File: config.mk
export PLATFORM = sky130hd
export DESIGN_NAME = uart_apb_master
export DESIGN_NICKNAME = d
export VERILOG_FILES = /design/src/rtl/uart_apb_master_pkg.sv /design/src/rtl/apb_timeout_cnt.sv /design/src/rtl/uart_apb_master.sv
export SDC_FILE = /design/constraint.sdc
export NUM_CORES = 1
export LEC_CHECK = 0
export CAP_MARGIN = 20
export CELL_PAD_IN_SITES_DETAIL_PLACEMENT = 2
export CELL_PAD_IN_SITES_GLOBAL_PLACEMENT = 2
export CORE_ASPECT_RATIO = 1.5
export CORE_UTILIZATION = 22
export DETAILED_ROUTE_END_ITERATION = 8
export PLACE_DENSITY = 0.79
export RECOVER_POWER = 100
export SLEW_MARGIN = 15
export SYNTH_ARGS = -nofsm -noshare
export SYNTH_HDL_FRONTEND = slang
export SYNTH_HIERARCHICAL = 1
export SYNTH_SLANG_ARGS = --single-unit
File: constraint.sdc
create_clock -name pclk -period 1.8 [get_ports pclk]
set_clock_uncertainty 0.1 [all_clocks]
set_input_delay 0.36 -clock pclk [delete_from_list [all_inputs] [get_ports pclk]]
set_output_delay 0.36 -clock pclk [all_outputs]
set_load 0.01 [all_outputs]
File: src/rtl/uart_apb_master_pkg.sv
// Shared definitions for the UART APB requester: FSM states, UART register map
// and a width helper for the optional ACCESS timeout counter.
package uart_apb_master_pkg;

    typedef enum logic [1:0] {
        IDLE   = 2'd0,
        SETUP  = 2'd1,
        ACCESS = 2'd2
    } apb_state_t;

    localparam logic [31:0] UART_TX_ADDR = 32'h79;
    localparam logic [31:0] UART_RX_ADDR = 32'h78;

    // Bits needed to hold a count of 0..limit.
    function automatic int unsigned count_width(input int unsigned limit);
        return (limit < 2) ? 1 : $clog2(limit + 1);
    endfunction

endpackage

File: src/rtl/apb_timeout_cnt.sv
// Counts ACCESS cycles spent waiting for pready and flags when the wait limit
// is reached on the current cycle.
module apb_timeout_cnt #(
    parameter int unsigned CW = 8
) (
    input  logic          pclk,
    input  logic          rst,
    input  logic          clear,
    input  logic          enable,
    input  logic [CW-1:0] limit,
    output logic          expired
);

    logic [CW-1:0] count;

    // Wait counter: restarts when a transfer enters ACCESS, advances on each unanswered ACCESS cycle.
    always_ff @(posedge pclk) begin
        if (!rst) begin
            count <= '0;
        end else if (clear) begin
            count <= '0;
        end else if (enable) begin
            count <= count + CW'(1);
        end
    end

    // The cycle whose increment would reach the limit is the last ACCESS cycle allowed.
    assign expired = enable && (count == (limit - CW'(1)));

endmodule

File: src/rtl/uart_apb_master.sv
// APB requester in front of uart_apb: one valid/ready command becomes one
// APB SETUP+ACCESS transfer, answered by a single-cycle response pulse.
// Optional feature macro: APB_TIMEOUT_EN (aborts an ACCESS phase that waits
// TIMEOUT_CYCLES cycles without pready).
module uart_apb_master
    import uart_apb_master_pkg::*;
#(
    parameter int unsigned AW             = 32,
    parameter int unsigned DW             = 32,
    parameter int unsigned TIMEOUT_CYCLES = 64
) (
    input  logic          pclk,
    input  logic          rst,
    input  logic          cmd_valid,
    output logic          cmd_ready,
    input  logic          cmd_write,
    input  logic [AW-1:0] cmd_addr,
    input  logic [DW-1:0] cmd_wdata,
    input  logic [DW-1:0] cmd_strb,
    output logic          rsp_valid,
    output logic [DW-1:0] rsp_rdata,
    output logic          rsp_err,
    output logic          rsp_tmo,
    output logic          busy,
    output logic          psel,
    output logic          penable,
    output logic          pwrite,
    output logic [AW-1:0] padd,
    output logic [DW-1:0] pwdata,
    output logic [DW-1:0] pstrb,
    input  logic [DW-1:0] prdata,
    input  logic          pready,
    input  logic          pslevrr
);

    apb_state_t    state;
    apb_state_t    state_next;
    logic          psel_next;
    logic          penable_next;
    logic          pwrite_next;
    logic [AW-1:0] padd_next;
    logic [DW-1:0] pwdata_next;
    logic [DW-1:0] pstrb_next;
    logic          rsp_valid_next;
    logic [DW-1:0] rsp_rdata_next;
    logic          rsp_err_next;
    logic          rsp_tmo_next;
    logic          timeout_expired;

    assign cmd_ready = (state == IDLE);
    assign busy      = (state != IDLE);

`ifdef APB_TIMEOUT_EN
    localparam int unsigned TMO_CW = count_width(TIMEOUT_CYCLES);

    logic tmo_clear;
    logic tmo_enable;

    assign tmo_clear  = (state == SETUP);
    assign tmo_enable = (state == ACCESS) && !pready;

    apb_timeout_cnt #(
        .CW (TMO_CW)
    ) u_timeout_cnt (
        .pclk    (pclk),
        .rst     (rst),
        .clear   (tmo_clear),
        .enable  (tmo_enable),
        .limit   (TMO_CW'(TIMEOUT_CYCLES)),
        .expired (timeout_expired)
    );
`else
    assign timeout_expired = 1'b0;
`endif

    // Next-state and next-output decode; APB fields hold their latched values unless a command is accepted.
    always_comb begin
        state_next     = state;
        psel_next      = psel;
        penable_next   = penable;
        pwrite_next    = pwrite;
        padd_next      = padd;
        pwdata_next    = pwdata;
        pstrb_next     = pstrb;
        rsp_valid_next = 1'b0;
        rsp_rdata_next = '0;
        rsp_err_next   = 1'b0;
        rsp_tmo_next   = 1'b0;

        case (state)
            IDLE: begin
                if (cmd_valid) begin
                    pwrite_next = cmd_write;
                    padd_next   = cmd_addr;
                    pwdata_next = cmd_wdata;
                    pstrb_next  = cmd_strb;
                    psel_next   = 1'b1;
                    state_next  = SETUP;
                end
            end
            SETUP: begin
                penable_next = 1'b1;
                state_next   = ACCESS;
            end
            ACCESS: begin
                if (pready) begin
                    psel_next      = 1'b0;
                    penable_next   = 1'b0;
                    rsp_valid_next = 1'b1;
                    rsp_rdata_next = pwrite ? '0 : prdata;
                    rsp_err_next   = pslevrr;
                    state_next     = IDLE;
                end else if (timeout_expired) begin
                    psel_next      = 1'b0;
                    penable_next   = 1'b0;
                    rsp_valid_next = 1'b1;
                    rsp_err_next   = 1'b1;
                    rsp_tmo_next   = 1'b1;
                    state_next     = IDLE;
                end
            end
            default: begin
                psel_next    = 1'b0;
                penable_next = 1'b0;
                state_next   = IDLE;
            end
        endcase
    end

    // State and registered outputs; reset drops any transfer in flight without a response.
    always_ff @(posedge pclk) begin
        if (!rst) begin
            state     <= IDLE;
            psel      <= 1'b0;
            penable   <= 1'b0;
            pwrite    <= 1'b0;
            padd      <= '0;
            pwdata    <= '0;
            pstrb     <= '0;
            rsp_valid <= 1'b0;
            rsp_rdata <= '0;
            rsp_err   <= 1'b0;
            rsp_tmo   <= 1'b0;
        end else begin
            state     <= state_next;
            psel      <= psel_next;
            penable   <= penable_next;
            pwrite    <= pwrite_next;
            padd      <= padd_next;
            pwdata    <= pwdata_next;
            pstrb     <= pstrb_next;
            rsp_valid <= rsp_valid_next;
            rsp_rdata <= rsp_rdata_next;
            rsp_err   <= rsp_err_next;
            rsp_tmo   <= rsp_tmo_next;
        end
    end

endmodule
* Yosys cells after proc, flatten, opt, wreduce, memory -nomap -nowiden *
Index checks and enable logic that the tools add are counted.

word-level totals
  flip-flop bits (word level) = 135
  latch bits = 0
  RAM bits = 0
  bits in read-only memories = 0
  bits of input ports = 134
  output and inout port bits = 136
  memories kept = 0

cells by class
  add/subtract/negate cells = 0
  multiply operators = 0
  divide/modulo/power cells = 0
  magnitude comparators = 0
  equality and inequality tests = 4
  shifts and indexed selects = 0
  multiplexer cells = 8
  bitwise operators = 5
  reductions and logical operators = 9

operators by type and width
  operator              count
  $reduce_and A2 Y1     4
  $pmux W1 S3           2
  $pmux W2 S3           1
  $reduce_and A3 Y1     2
  $not A1 Y1            5
  $mux W2               2
  $ne A2 B2 Y1 const B  2
  $reduce_or A4 Y1      1
  $mux W1               3
  $eq A2 B1 Y1 const B  1
  $eq A2 B2 Y1 const B  1
  $logic_not A2 Y1      1
  $reduce_bool A2 Y1    1

* Longest topological paths before layout *
Gate-level depths: netlist of the first run.

  depth after elaboration = 3
  gate-level depth with buffers = 5
  depth with buffers taken out = 2

* Worst setup path before layout of the first run *
No wires, ideal clock.

  path type = register -> register
  start = register state[1]
  end = register padd[23]
  arrival = 1128 ps
  required time = 1628 ps
  path slack = 500 ps
  stages on the path, launching flop included = 6
  buffers on the path = 3
  path through = dfxtp_1 nor3b_2 buf_4 buf_6 buf_6 mux2i_1

between the ends
  cells in the longest elaborated chain, start to end = 2

ends and longest elaborated chain
  element                             RTL line                RTL
  start, declared                     uart_apb_master.sv:36   apb_state_t state;
  start signal, assigned              uart_apb_master.sv:145  state <= state_next;
  $logic_not A2 Y1                    uart_apb_master.sv:90   case (state)
  $reduce_and A2 Y1 (no source line)  --
  end signal, assigned                uart_apb_master.sv:149  padd <= padd_next;
  end, declared                       uart_apb_master.sv:28   output logic [AW-1:0] padd,

No other way between the ends.
A chain may end at the register's enable or synchronous reset.

* Final worst setup path of the first run *
  start = register pstrb[9]
  end = output pstrb[9]

RTL lines
  element                 RTL line                RTL
  start, declared         uart_apb_master.sv:30   output logic [DW-1:0] pstrb,
  start signal, assigned  uart_apb_master.sv:151  pstrb <= pstrb_next;

No word-level cell between the ends.

==> out/qor.txt, run 1 <==
Hold-fix buffers, CTS = 0
Die area = 23200 um^2
Comb pwr share = 15.0%
Crit Path Category = flip-flop to output pin
Max cap viols = 0
Antenna violations before repair = 1
Core area = 22300 um^2
Nets@finish = 919
Final WS setup = 0.0377 ns
R2R setup slack = 0.18 ns
Post-DRT Antenna Nets = 0
Number of setup buffers added after CTS = 0
Switching share of power = 24.0%
DRC viols = 32
Period Utilization, post-route = 97.9%
Mapped Avg Cell Area = 9.64 um^2
Max VDD drop = 0.622 mV
Tightest Hold Check Type = primary input to flip-flop
Synthesized flop and latch total = 135
RSZ-0062 raised after global routing = no
Synth unique cells = 19
Crit path max-delay cell type = clkdlybuf4s50_1
Starting Density = 22.3%
Synth Instances = 516
Critical Path, Cell by Cell = clkdlybuf4s50_1
Setup violators final = 0
Clk sinks = 135
CP max FO = 2
Int Power = 0.00600 W
Htree depth = 4
Sequential cell area fraction in the yosys report = 54.3%
Leakage = 3.54 nW
Largest net degree at the start of global routing = 83
Synth warnings = 6
Pwr Density = 935 nW/um^2
Number of port buffers = 268
Most common cell after layout, fill and taps aside = nand2_1
Tmin final = 1.76 ns
Detailed placement HPWL = 13300 um
Clk pwr share = 43.9%
Row cnt = 67
Hold Fails Final Rpt = 0
Status = finished with violations
GRT Total Usage = 15.1%
Seq pwr share = 41.1%
Vias in the first global route = 4857
Hold_ws = 0.156 ns
Remaining global-route overflow = 0
Detailed Routing Iterations Pass 1 = 6
Cell family with most CP delay = buffers and inverters
Via count = 4584
DR vias/cell = 4.27
DR iter-0 viols = 160
Max clock buf depth = 2
Fraction of layout cells with a size suffix above 1 = 6.52%
Kind of end point of the critical path = output pin
CP max stage delay = 0.55 ns
Worst setup SP type = flip-flop
Die H = 186 um
Layout area overhead = 70.0%
F_max = 0.567 GHz
Synthesized cell area = 4970 um^2
Diodes inserted = 0
CTS tree = done
Die Wd = 125 um
WP buf/inv = 1
GP Congestion = 0.702
Detailed Route WL = 17600 um
Slew Viols, Final = 0
CTS root buf = clkbuf_16
Num ports = 270
First-pass GRT wire length = 26300 um
Worst EP required = 1.34 ns
CP arrival = 1.30 ns
Number of CTS-inserted buffers = 17
Post-Place Setup Slack = -0.0804 ns
Clk_lat worst skew = 0.42 ns
Switch Pwr = 0.00190 W
CTS clk-pin slew, worst paths = 0.06 ns
Highest-count cells in the layout ignoring fill and taps = nand2_1, clkdlybuf4s50_1, dfxtp_1, mux2i_1, dlygate4sd2_1
Post-Syn Nets = 650
Failing checks = DRC
Post-DR wirelength/cell = 16.4 um
area by class of cell:
cell class / count / area, um^2
Sequential cell: 135 / 2700
Multi-Input combinational cell: 337 / 2030
Clock buffer: 23 / 488
Inverter: 3 / 11.3
Fill cell: 2444 / 13800
Timing Repair Buffer: 291 / 2780
Clock inverter: 9 / 97.6
Tap cell: 276 / 345
path summary, 6_finish.rpt:
| check | endpoint | start | cells after the start |
|---|---|---|---|
| setup / recovery | pstrb[9] | pstrb[9] | 1 |
| hold / removal | pstrb[12] | rst | 3 |
| setup reg to reg | rsp_rdata[25] | state[0] | 4 |
| hold reg to reg | padd[28] | padd[28] | 2 |
per-layer routing:
layer	track usage, %	routed length (um)	vias up
met5	0	13	-
met4	7.46	490	2
met3	4.89	1150	24
met2	28.5	9760	163
met1	14.8	6170	2196
li1	-	-	2199
Yosys cell counts:
cell type | n | area, um^2
conb_1 | 1 | 3.75
o2bb2ai_1 | 1 | 8.76
and2_1 | 1 | 6.26
o21ai_0 | 1 | 5.00
nor3b_2 | 1 | 12.5
buf_4 | 10 | 75.1
nor3b_1 | 33 | 248
dfxtp_1 | 135 | 2700
buf_6 | 2 | 22.5
or2_2 | 1 | 6.26
mux2i_1 | 97 | 971
clkbuf_1 | 11 | 41.3
nor2b_1 | 1 | 6.26
nand2_1 | 195 | 732
buf_2 | 18 | 90.1
nor2_1 | 2 | 7.51
nand4b_1 | 1 | 8.76
inv_1 | 3 | 11.3
o21a_1 | 2 | 15.0
sequential cells by signal (all words and copies together) (netlist names):
signal	cells
rsp_rdata	32
pwrite	1
state	2
psel	1
rsp_valid	1
pwdata	32
rsp_err	1
padd	32
pstrb	32
penable	1
power groups by stage:
| stage | combinational (W) | clock, W | sequential (W) |
|---|---|---|---|
| 2_1_floorplan | 0.000432 | 0 | 0.00339 |
| 3_3_place_gp | 0.00130 | 0 | 0.00331 |
| 3_5_place_dp | 0.00133 | 0 | 0.00331 |
| 4_1_cts | 0.00128 | 0.00362 | 0.00325 |
| 5_1_grt | 0.00128 | 0.00373 | 0.00327 |
| 6_report | 0.00119 | 0.00347 | 0.00325 |
logic make-up (layout without fill, tap and decap cells):
| kind of cell | count (synthesis) | in the layout | share of synthesized area, % |
|---|---|---|---|
| buffers and inverters | 44 | 326 | 4.83 |
| DFF | 135 | 135 | 54.3 |
| AOI/OAI and AO/OA | 4 | 4 | 0.578 |
| other | 1 | 1 | 0.0754 |
| and+or+nand+nor | 235 | 235 | 20.7 |
| muxes | 97 | 97 | 19.5 |
timing repair:
| item | in CTS | in global routing |
|---|---|---|
| resized for setup | 56 | 44 |
| cloned | 0 | 0 |
| endpoints found under the setup margin | 52 | 44 |
through the flow:
stage	utilization, %	total power (W)	TNS [ns]	instances	instance area [um^2]
final	37.9	0.00790	0	1074	8450
after global routing	37.9	0.00828	0	1074	8450
after CTS	38.6	0.00815	0	1074	8620
after detailed placement	36.3	0.00464	-1.61	1042	8090
after global placement	36.3	0.00461	-0.0250	1042	8090
after floorplan	-	0.00382	0	516	4970
Power figures use the tool's default switching activity.
==> run 2: changes to the inputs <==
- SKIP_CTS_REPAIR_TIMING: not set -> 1
==> run 2 against run 1 <==
  * The flow still finishes with violations (DRC)
  * Fmax about the same
  * Die area unchanged
  * Final area down 1.9%
  * Global-route usage about the same
  * Non-clock buffer count unchanged
  * Sequential cell count unchanged
  * Total power down 0.21%
  * Critical endpoint unchanged
==> out/qor.txt, run 2 (same netlist as run 1, synthesis figures left out) <==
Status = finished with violations
Failing checks = DRC
Pwr Density = 951 nW/um^2
Die H = 186 um
Nets@finish = 919
Cell family with most CP delay = buffers and inverters
Kind of end point of the critical path = output pin
Max VDD drop = 0.622 mV
GP Congestion = 0.702
Hold path cells = 3
CP max stage delay = 0.55 ns
Antenna violations before repair = 1
Critical Path, Cell by Cell = clkdlybuf4s50_1
DR vias/cell = 4.27
Max clock buf depth = 2
Die Wd = 125 um
Post-DRT Antenna Nets = 0
Remaining global-route overflow = 0
Final design area excluding fillers = 8290 um^2
Starting Density = 22.3%
Core area = 22300 um^2
Detailed placement HPWL = 13300 um
Worst EP required = 1.34 ns
Detailed Routing Iterations Pass 1 = 6
Layout area overhead = 66.7%
Fraction of layout cells with a size suffix above 1 = 6.52%
WP buf/inv = 1
Finished Layout Cells = 1074
Tightest Hold Check Type = primary input to flip-flop
Critical path depth = 1
Slew Viols, Final = 0
# placed instances = 1042
Setup TNS Final = 0 ns
Placed cell areas = 8090 um^2
Tmin final = 1.76 ns
Crit Path Category = flip-flop to output pin
GRT Total Usage = 15.1%
Largest net degree at the start of global routing = 83
Diodes inserted = 0
Total power = 0.00789 W
CTS clk-pin slew, worst paths = 0.06 ns
Detailed Route WL = 17700 um
CTS root buf = clkbuf_16
Worst setup SP type = flip-flop
Period Utilization, post-route = 97.9%
Post-DR wirelength/cell = 16.5 um
Crit path max-delay cell type = clkdlybuf4s50_1
Number of CTS-inserted buffers = 17
Number of port buffers = 268
Most common cell after layout, fill and taps aside = nand2_1
Max cap viols = 0
DRC viols = 32
F_max = 0.567 GHz
Row cnt = 67
DR iter-0 viols = 154
Vias in the first global route = 4849
Clk_lat worst skew = 0.42 ns
Via count = 4589
CP arrival = 1.30 ns
Setup violators final = 0
Highest-count cells in the layout ignoring fill and taps = nand2_1, clkdlybuf4s50_1, dfxtp_1, mux2i_1, clkbuf_1
Die area = 23200 um^2
First-pass GRT wire length = 26300 um
Num ports = 270
CP max FO = 2
Leakage = 3.27 nW
Clk sinks = 135
CTS tree = done
Htree depth = 4
Hold Fails Final Rpt = 0
Cell depth of the worst flop-to-flop path = 5
Core Util, Final = 37.2%
## run 2: cell type report
type                    instances  area [um^2]
clock buffers                  23          488
clock inverters                 9         97.6
fillers                      2466        14000
inverters                       3         11.3
multi-input cells             337         2030
flip-flops and latches        135         2700
well taps                     276          345
repair buffers                291         2620
## run 2: power by group
group          total, W  switching [W]  leakage (nW)  internal (W)
clock network   0.00347        0.00130         0.292       0.00217
logic           0.00117       0.000518          1.87      0.000647
registers       0.00325      0.0000875          1.11       0.00316
## run 2: routing by layer
| metal | global-route usage, % | wire (um) | up-vias |
|---|---|---|---|
| met2 | 28.7 | 9880 | 165 |
| li1 | - | - | 2201 |
| met4 | 6.91 | 511 | 2 |
| met3 | 4.92 | 1180 | 30 |
| met5 | 0 | 13 | - |
| met1 | 14.8 | 6160 | 2191 |
## run 2: final timing paths
check | from | endpoint | slack (ns)
hold reg to reg | padd[28] | padd[28] | 0.36
setup reg to reg | state[1] | pstrb[28] | 0.18
hold / removal | rst | pstrb[12] | 0.16
setup / recovery | pstrb[9] | pstrb[9] | 0.04
## run 2: through the flow
| stage | hold WS (ns) | setup WS, ns |
|---|---|---|
| after floorplan | 0.372 | 0.500 |
| after global placement | 0.341 | -0.0179 |
| after detailed placement | 0.352 | -0.0804 |
| after CTS | 0.136 | -0.364 |
| after global routing | 0.149 | -0.00751 |
| final | 0.159 | 0.0369 |
